**config.mk**
```make
export PLATFORM = sky130hd
export DESIGN_NAME = lcd_writer
export DESIGN_NICKNAME = d
export VERILOG_FILES = /design/src/rtl/lcd_writer_pkg.sv /design/src/rtl/lcd_writer_fifo.sv /design/src/rtl/lcd_writer.sv
export SDC_FILE = /design/constraint.sdc
export NUM_CORES = 1
export LEC_CHECK = 0
export ABC_AREA = 1
export CORE_MARGIN = 8
export CORE_UTILIZATION = 30
export DETAILED_ROUTE_END_ITERATION = 6
export GPL_TIMING_DRIVEN = 0
export PLACE_DENSITY = 0.59
export SYNTH_ARGS = -nofsm -noshare
export SYNTH_HDL_FRONTEND = slang
export SYNTH_SLANG_ARGS = --single-unit
```
**constraint.sdc**
```tcl
create_clock -name clk -period 4.6 [get_ports clk]
set_input_delay 0.46 -clock clk [delete_from_list [all_inputs] [get_ports clk]]
set_output_delay 0.46 -clock clk [all_outputs]
set_load 0.01 [all_outputs]
```
**src/rtl/lcd_writer_pkg.sv**
```systemverilog
// Shared types and constants for the character LCD write path.
// Included by the writer FSM and the bench's display model.
package lcd_pkg;

    typedef enum logic [2:0] {
        ST_IDLE,
        ST_SETUP,
        ST_PULSE,
        ST_HOLD,
        ST_SETTLE
    } lcd_state_t;

    localparam logic [7:0] LCD_CMD_CLEAR       = 8'h01;
    localparam int unsigned LCD_CMD_SETADDR_BIT = 7;
    localparam logic [6:0] LCD_LINE2_ADDR      = 7'h40;

    // A clear is any command byte with the set-address bit low and bit 0 high.
    function automatic logic is_clear(input logic c, input logic [7:0] d);
        return c && !d[LCD_CMD_SETADDR_BIT] && d[0];
    endfunction

    function automatic int unsigned max4(input int unsigned a, input int unsigned b,
                                         input int unsigned c, input int unsigned d);
        int unsigned m;
        m = a;
        if (b > m) m = b;
        if (c > m) m = c;
        if (d > m) m = d;
        return m;
    endfunction

endpackage

```
**src/rtl/lcd_writer_fifo.sv**
```systemverilog
// Small synchronous FIFO holding {cmd, data} requests ahead of the LCD strobe FSM.
// Head entry is presented combinationally on dout.
module lcd_fifo #(
    parameter int unsigned DEPTH = 4,
    parameter int unsigned WIDTH = 9
) (
    input  logic             clk,
    input  logic             rst,
    input  logic             push,
    input  logic             pop,
    input  logic [WIDTH-1:0] din,
    output logic [WIDTH-1:0] dout,
    output logic             full,
    output logic             empty
);

    localparam int unsigned AW = $clog2(DEPTH);

    logic [WIDTH-1:0] mem [DEPTH];
    logic [AW-1:0]    wptr;
    logic [AW-1:0]    rptr;
    logic [AW:0]      count;
    logic             do_push;
    logic             do_pop;

    assign full    = (count == (AW+1)'(DEPTH));
    assign empty   = (count == '0);
    assign dout    = mem[rptr];
    assign do_push = push && !full;
    assign do_pop  = pop && !empty;

    always_ff @(posedge clk) begin
        if (do_push) mem[wptr] <= din;
    end

    // Pointers are log2(DEPTH) wide, so they wrap modulo DEPTH on their own.
    always_ff @(posedge clk) begin
        if (rst) begin
            wptr  <= '0;
            rptr  <= '0;
            count <= '0;
        end else begin
            if (do_push) wptr <= wptr + 1'b1;
            if (do_pop)  rptr <= rptr + 1'b1;
            case ({do_push, do_pop})
                2'b10:   count <= count + 1'b1;
                2'b01:   count <= count - 1'b1;
                default: count <= count;
            endcase
        end
    end

endmodule

```
**src/rtl/lcd_writer.sv**
```systemverilog
// Character LCD write driver: queues CPU bytes and replays each one with
// programmed setup / strobe / hold / settle timing on wr, cmd and dbus.
module lcd_writer
    import lcd_pkg::*;
#(
    parameter int unsigned DEPTH     = 4,
    parameter int unsigned SETUP_CYC = 2,
    parameter int unsigned PULSE_CYC = 4,
    parameter int unsigned HOLD_CYC  = 2,
    parameter int unsigned CHAR_DLY  = 8,
    parameter int unsigned CLEAR_DLY = 64
) (
    input  logic       clk,
    input  logic       rst,
    input  logic       in_valid,
    input  logic       in_cmd,
    input  logic [7:0] in_data,
    output logic       in_ready,
    output logic       busy,
    output logic       wr,
    output logic       cmd,
    output logic [7:0] dbus
);

    localparam int unsigned CW = $clog2(max4(CLEAR_DLY, PULSE_CYC, SETUP_CYC, HOLD_CYC) + 1);

    lcd_state_t  state, state_nxt;
    logic [CW-1:0] cnt, cnt_nxt;
    logic        wr_nxt, cmd_nxt;
    logic [7:0]  dbus_nxt;
    logic        fifo_full, fifo_empty, pop;
    logic [8:0]  fifo_dout;

    assign in_ready = !fifo_full;
    assign busy     = !fifo_empty || (state != ST_IDLE);

    lcd_fifo #(.DEPTH(DEPTH), .WIDTH(9)) u_fifo (
        .clk   (clk),
        .rst   (rst),
        .push  (in_valid && !fifo_full),
        .pop   (pop),
        .din   ({in_cmd, in_data}),
        .dout  (fifo_dout),
        .full  (fifo_full),
        .empty (fifo_empty)
    );

    always_ff @(posedge clk) begin
        if (rst) begin
            state <= ST_IDLE;
            cnt   <= '0;
            wr    <= 1'b0;
            cmd   <= 1'b0;
            dbus  <= '0;
        end else begin
            state <= state_nxt;
            cnt   <= cnt_nxt;
            wr    <= wr_nxt;
            cmd   <= cmd_nxt;
            dbus  <= dbus_nxt;
        end
    end

    always_comb begin
        state_nxt = state;
        cnt_nxt   = cnt;
        unique case (state)
            ST_IDLE: if (!fifo_empty) begin
                state_nxt = ST_SETUP;
                cnt_nxt   = CW'(SETUP_CYC - 1);
            end
            ST_SETUP: if (cnt == '0) begin
                state_nxt = ST_PULSE;
                cnt_nxt   = CW'(PULSE_CYC - 1);
            end else cnt_nxt = cnt - 1'b1;
            ST_PULSE: if (cnt == '0) begin
                state_nxt = ST_HOLD;
                cnt_nxt   = CW'(HOLD_CYC - 1);
            end else cnt_nxt = cnt - 1'b1;
            ST_HOLD: if (cnt == '0) begin
                state_nxt = ST_SETTLE;
                cnt_nxt   = is_clear(cmd, dbus) ? CW'(CLEAR_DLY) : CW'(CHAR_DLY);
            end else cnt_nxt = cnt - 1'b1;
            ST_SETTLE: if (cnt == '0) state_nxt = ST_IDLE;
                       else cnt_nxt = cnt - 1'b1;
            default: state_nxt = ST_IDLE;
        endcase
    end

    // wr is high exactly while the registered state is PULSE.
    always_comb begin
        pop      = (state == ST_IDLE) && !fifo_empty;
        wr_nxt   = (state_nxt == ST_PULSE);
        cmd_nxt  = pop ? fifo_dout[8]   : cmd;
        dbus_nxt = pop ? fifo_dout[7:0] : dbus;
    end

endmodule

```
Word-level counts from Yosys, hierarchy flattened

Memories as Yosys holds them, arrays and structs flattened. A register that Yosys moved wholly into a read port is not among the register bits.
Index checks and enable logic that the tools add are counted.

Memories kept: 1
Input bits: 12
Bits in writable memories: 36
Word-level logic and storage cells: 55
Output and inout bits: 12
Register bits: 18

$add $sub $neg: 5
Reduce and logical (&&, ||, !) cells: 17
Multiplexer cells: 16
Equal/unequal tests: 10

Memories:

| name       | depth | width | read ports | clocked after Yosys merged registers in | wr ports | line                  | source |
|---|---|---|---|---|---|---|---|
| u_fifo.mem | 4     | 9     | 1          | 1                                       | 1        | lcd_writer_fifo.sv:19 | `logic [WIDTH-1:0] mem [DEPTH];` |

Operators by type and width:

| kind                | count |
|---|---|
| $mux 7              | 6 |
| $pmux 7 s5          | 1 |
| $mux 3              | 5 |
| $pmux 3 s5          | 1 |
| $eq 3x2->1 const B  | 3 |
| $logic_not 7->1     | 1 |
| $sub 7x1->7 const B | 1 |
| $eq 3x3->1 const B  | 2 |
| $logic_and 1x1->1   | 6 |
| $logic_not 3->1     | 2 |
| $pmux 3 s2          | 1 |
| $reduce_bool 5->1   | 1 |
| $add 2x1->2 const B | 2 |
| $ne 2x2->1 const B  | 2 |
| $add 3x1->3 const B | 1 |
| $eq 3x1->1 const B  | 1 |
| $logic_not 1->1     | 3 |
| $reduce_and 3->1    | 1 |
| $reduce_bool 3->1   | 1 |
| $sub 3x1->3 const B | 1 |
| $eq 2x1->1 const B  | 1 |
| $eq 2x2->1 const B  | 1 |
| $mux 1              | 2 |
| $reduce_bool 2->1   | 1 |
| $logic_or 1x1->1    | 1 |

Depth between registers and ports, before layout

Depth in word-level cells: 6
Gate-level depth with buffers: 13
Depth with buffers taken out: 13

Hierarchy

A second synthesis with hierarchy kept.

Cell total of the unflattened synthesis: 316
Area total of the unflattened synthesis: 2,975.4 µm²

Modules (own cells, without submodules):

| module     | cells an instance | area an instance (µm²) | times used | seq. area each (µm²) |
|---|---|---|---|---|
| lcd_fifo   | 156               | 1,855.5                | 1          | 1,261.2 |
| lcd_writer | 160               | 1,119.8                | 1          | 400.4 |

Worst setup path after synthesis

No wires, ideal clock.

Path type: register to register
From: register state[1]
To: register u_fifo.count[2]
Cell stages (with the launch flop): 12
Slack: 2.595 ns
Required time: 4.478 ns
Arrival: 1.883 ns
Path buffers: 1
Clock period less this slack: 2.005 ns
Setup time: 0.122 ns
Path through: dfxtp_1 -> nor2_1 -> nand2_1 -> nor2_2 -> buf_2 -> ha_1 -> inv_1 -> fa_1 -> a21oi_1 -> o21ai_0 -> o21ai_0 -> a21oi_1

Cells in the longest elaborated chain, start to end: 5
Elaborated cells between the ends (all ways): 7
Those cells by class: 2 x eq/ne; 1 x mux; 4 x reduce/logical

Ends and longest elaborated chain:

| what                                            | line                  | source |
|---|---|---|
| from (decl)                                     | lcd_writer.sv:27      | `lcd_state_t state, state_nxt;` |
| from (signal assigned)                          | lcd_writer.sv:56      | `state <= state_nxt;` |
| $logic_not 3->1 (*)                             | lcd_writer.sv:92      | `pop = (state == ST_IDLE) && !fifo_empty;` |
| $logic_and 1x1->1 (*)                           | lcd_writer.sv:92      |  |
| via pop                                         | lcd_writer.sv:31      | `logic fifo_full, fifo_empty, pop;` |
| $logic_and 1x1->1 (*)                           | lcd_writer_fifo.sv:30 | `assign do_pop = pop && !empty;` |
| $eq 2x1->1 or $eq 2x2->1 (tied branches)        | lcd_writer_fifo.sv:45 | `case ({do_push, do_pop})` |
| $pmux 3 s2 or $reduce_bool 2->1 (tied branches) | --                    |  |
| to (signal assigned)                            | lcd_writer_fifo.sv:46 | `2'b10: count <= count + 1'b1;` |
| to (signal assigned)                            | lcd_writer_fifo.sv:47 | `2'b01: count <= count - 1'b1;` |
| to (signal assigned)                            | lcd_writer_fifo.sv:48 | `default: count <= count;` |
| to (decl)                                       | lcd_writer_fifo.sv:22 | `logic [AW:0] count;` |

Mark *: on every way through the listed nets, which the timed path passes. The rest lies on a longest branch.
A chain may end at the register's enable or synchronous reset.

Worst setup path after layout

Same ends and word-level chain as after synthesis.

==> metrics.cfg <==
[die]
fp.dieH_um=111.6
start_util_pct=30.23
row_count=35
io_pins=24
core_area_mm2=0.009065
fp.dieArea_mm2=0.01245
die_w_um=111.6

[detailed_routing]
drt-pass1-iter-count=4
ant_nets=0
routed_wl_mm=5.931
vias=2037
drc=0
routedWlPerCell_um=13.48
vias_per_cell=4.630
drt_iter0_markers=118

[critical_path]
cpPeakStageDelay_ns=0.37
path_cells=nor2_1 -> nand2_1 -> nor2_2 -> buf_2 -> ha_1 -> inv_1 -> fa_1 -> a21oi_1 -> o21ai_0 -> o21ai_0 -> a21oi_1
critPathMaxFanout=10
worstSetupPathType=flip-flop to flip-flop
required_ns=4.83
crit_path_end_kind=flip-flop
startpoint_type=flip-flop
cp_slowest_cell=fa_1
critical_path_arrival_ns=2.52

[grt]
grt_max_degree=13
grt-ovfl-total=0
busiest_layer=met2
grt_use_met2_pct=17.41
grt_use_total_pct=10.31
grt_pass1_vias=2066
grt_use_met3_pct=3.896
grt_pass1_wl_mm=10.06
antenna_found_initial=0
grt_use_met1_pct=11.61

[clock_network]
clk_latency_ns=0.34
numCtsBuffers=9
hold_buffers=0
cts_buffer_depth=2
cts_setup_buffers=0
htreeDepth=3
clock-sinks=63
cts_tree=yes
cts_resized=0
clockRootBuffer=clkbuf_8
clk_pin_slew_ns=0.07

[placed_design]
port_buffers=22
dp_hpwl_mm=3.945
pre_cts_ws_ns=2.238
placed_cell_area_mm2=0.003099
gp_congestion=0.8196

[sta]
relSlewSlack_pct=36.31
fin_setup_tns_ns=0
fin_ws_ns=2.309
fin_skew_ns=0.007616
hold_viol_final=0
worst_pin_slew_ns=0.9518
finalSetupViolations=0
rsz0062_at_grt=no
fin_crit_sh_pct=49.80
max_freq_ghz=0.4365
final.min_clock_period_ns=2.291
slew_viol_final=0

[power_and_ir_drop]
p_leak_nw=1.237
powerDensity_mw_per_mm2=640.2
ir_worst_vdd_uv=236.9

[cells_and_area]
fillers=911
drive_gt1_share_pct=9.726
seq_area_mm2=0.001622
final_area_mm2=0.003272
diodes=0
final_common_cell=nor2_1
syn_to_final_growth_pct=19.41
multi_input_area_um2=965.9
mostFrequentLayoutCells=nor2_1 (55), o21ai_0 (36), edfxtp_1 (36)
final_util_pct=36.09
final_nets=344

[synth]
yosysSeqAreaShare_pct=59.18
yosysWarnings=0
async_reset_ff_share_pct=0
synthFlopType=edfxtp_1
synth_nets=311
netlist_area_mm2=0.002740
avgSynthCellArea_um2=9.416
synth_edf_count=36
syn_inst=291
synth_cell_types=28
ys_seq_elements=63

[status]
outcome=finished clean

[worst_hold_path]
hp-class=flip-flop to flip-flop

[flow_run]
cap_viol_max_count=0

==> logic make-up (layout without fill, tap and decap cells) <==
group,Yosys count,after routing,share of synthesized area [%]
flip-flops,63,63,59.18
AND/OR/NAND/NOR,116,116,18.72
XOR/XNOR,1,1,0.3197
buffers and inverters,39,77,5.571
adder cells (fa/ha/maj),8,8,3.927
AO/OA/AOI/OAI,64,64,12.28
==> worst max-delay path: cells and delay by family, from the launching register on <==
kind	cells	cell delay [ns]
AO/OA/AOI/OAI	4	0.44
adder cells (fa/ha/maj)	2	0.55
buffers and inverters	2	0.35
flip-flops	1	0.33
AND/OR/NAND/NOR	3	0.50
==> per-layer routing <==
metal	wire [um]	up-vias
met2	2875	38
met3	299	7
met4	63	0
li1	-	1053
met1	2692	939
met5	0	-
==> area by class of cell <==
cell class | instances | area share [%]
timing repair buffer | 22 | 6.730
clock buffer | 9 | 3.786
clock inverter | 7 | 1.491
sequential | 63 | 49.56
buffer | 9 | 1.185
inverter | 30 | 3.480
multi-input combinational | 189 | 29.52
tap | 111 | 4.245
==> through the flow <==
step	power, mW	hold WS, ns	std cells
2_1_floorplan	1.402	0.4437	291
3_3_place_gp	1.674	0.4562	424
3_5_place_dp	1.689	0.4586	424
4_1_cts	2.121	0.4691	440
5_1_grt	2.283	0.4872	440
6_report	2.095	0.4668	440
==> sequential cells by signal (all words and copies together), names as in the netlist <==
register and cells:
u_fifo.mem 36, state 3, u_fifo.rptr 2, dbus 8, cnt 7, wr 1
u_fifo.wptr 2, u_fifo.count 3, cmd 1
==> final timing paths <==
kind,start,to,slack (ns),depth (start not counted)
setup reg to reg,state[1]$_SDFF_PP0_,u_fifo.count[2]$_SDFFE_PP0P_,2.31,11
hold reg to reg,cnt[1]$_SDFFE_PP0P_,cnt[1]$_SDFFE_PP0P_,0.47,2
hold / removal,cnt[1]$_SDFFE_PP0P_,cnt[1]$_SDFFE_PP0P_,0.47,2
setup / recovery,state[1]$_SDFF_PP0_,u_fifo.count[2]$_SDFFE_PP0P_,2.31,11
==> synthesized netlist by cell type (2+ instances only) <==
library cell	n	share of area (%)
a31oi_1	9	2.1
o21ai_0	36	6.6
inv_1	25	3.4
nor3_1	3	0.55
ha_1	7	3.2
nor2_2	3	0.69
o21ai_1	2	0.37
nand4_1	2	0.46
nand3_1	16	2.9
clkbuf_1	5	0.69
a21oi_1	16	2.9
nand2_1	30	4.1
edfxtp_1	36	39
inv_2	4	0.55
nor2_1	55	7.5
buf_2	4	0.73
dfxtp_1	27	20
==> power breakdown <==
part | total [mW] | internal [mW] | switching [mW]
clock | 0.430 | 0.195 | 0.235
combinational | 0.893 | 0.324 | 0.570
sequential | 0.771 | 0.710 | 0.0612
Power figures use the tool's default switching activity.
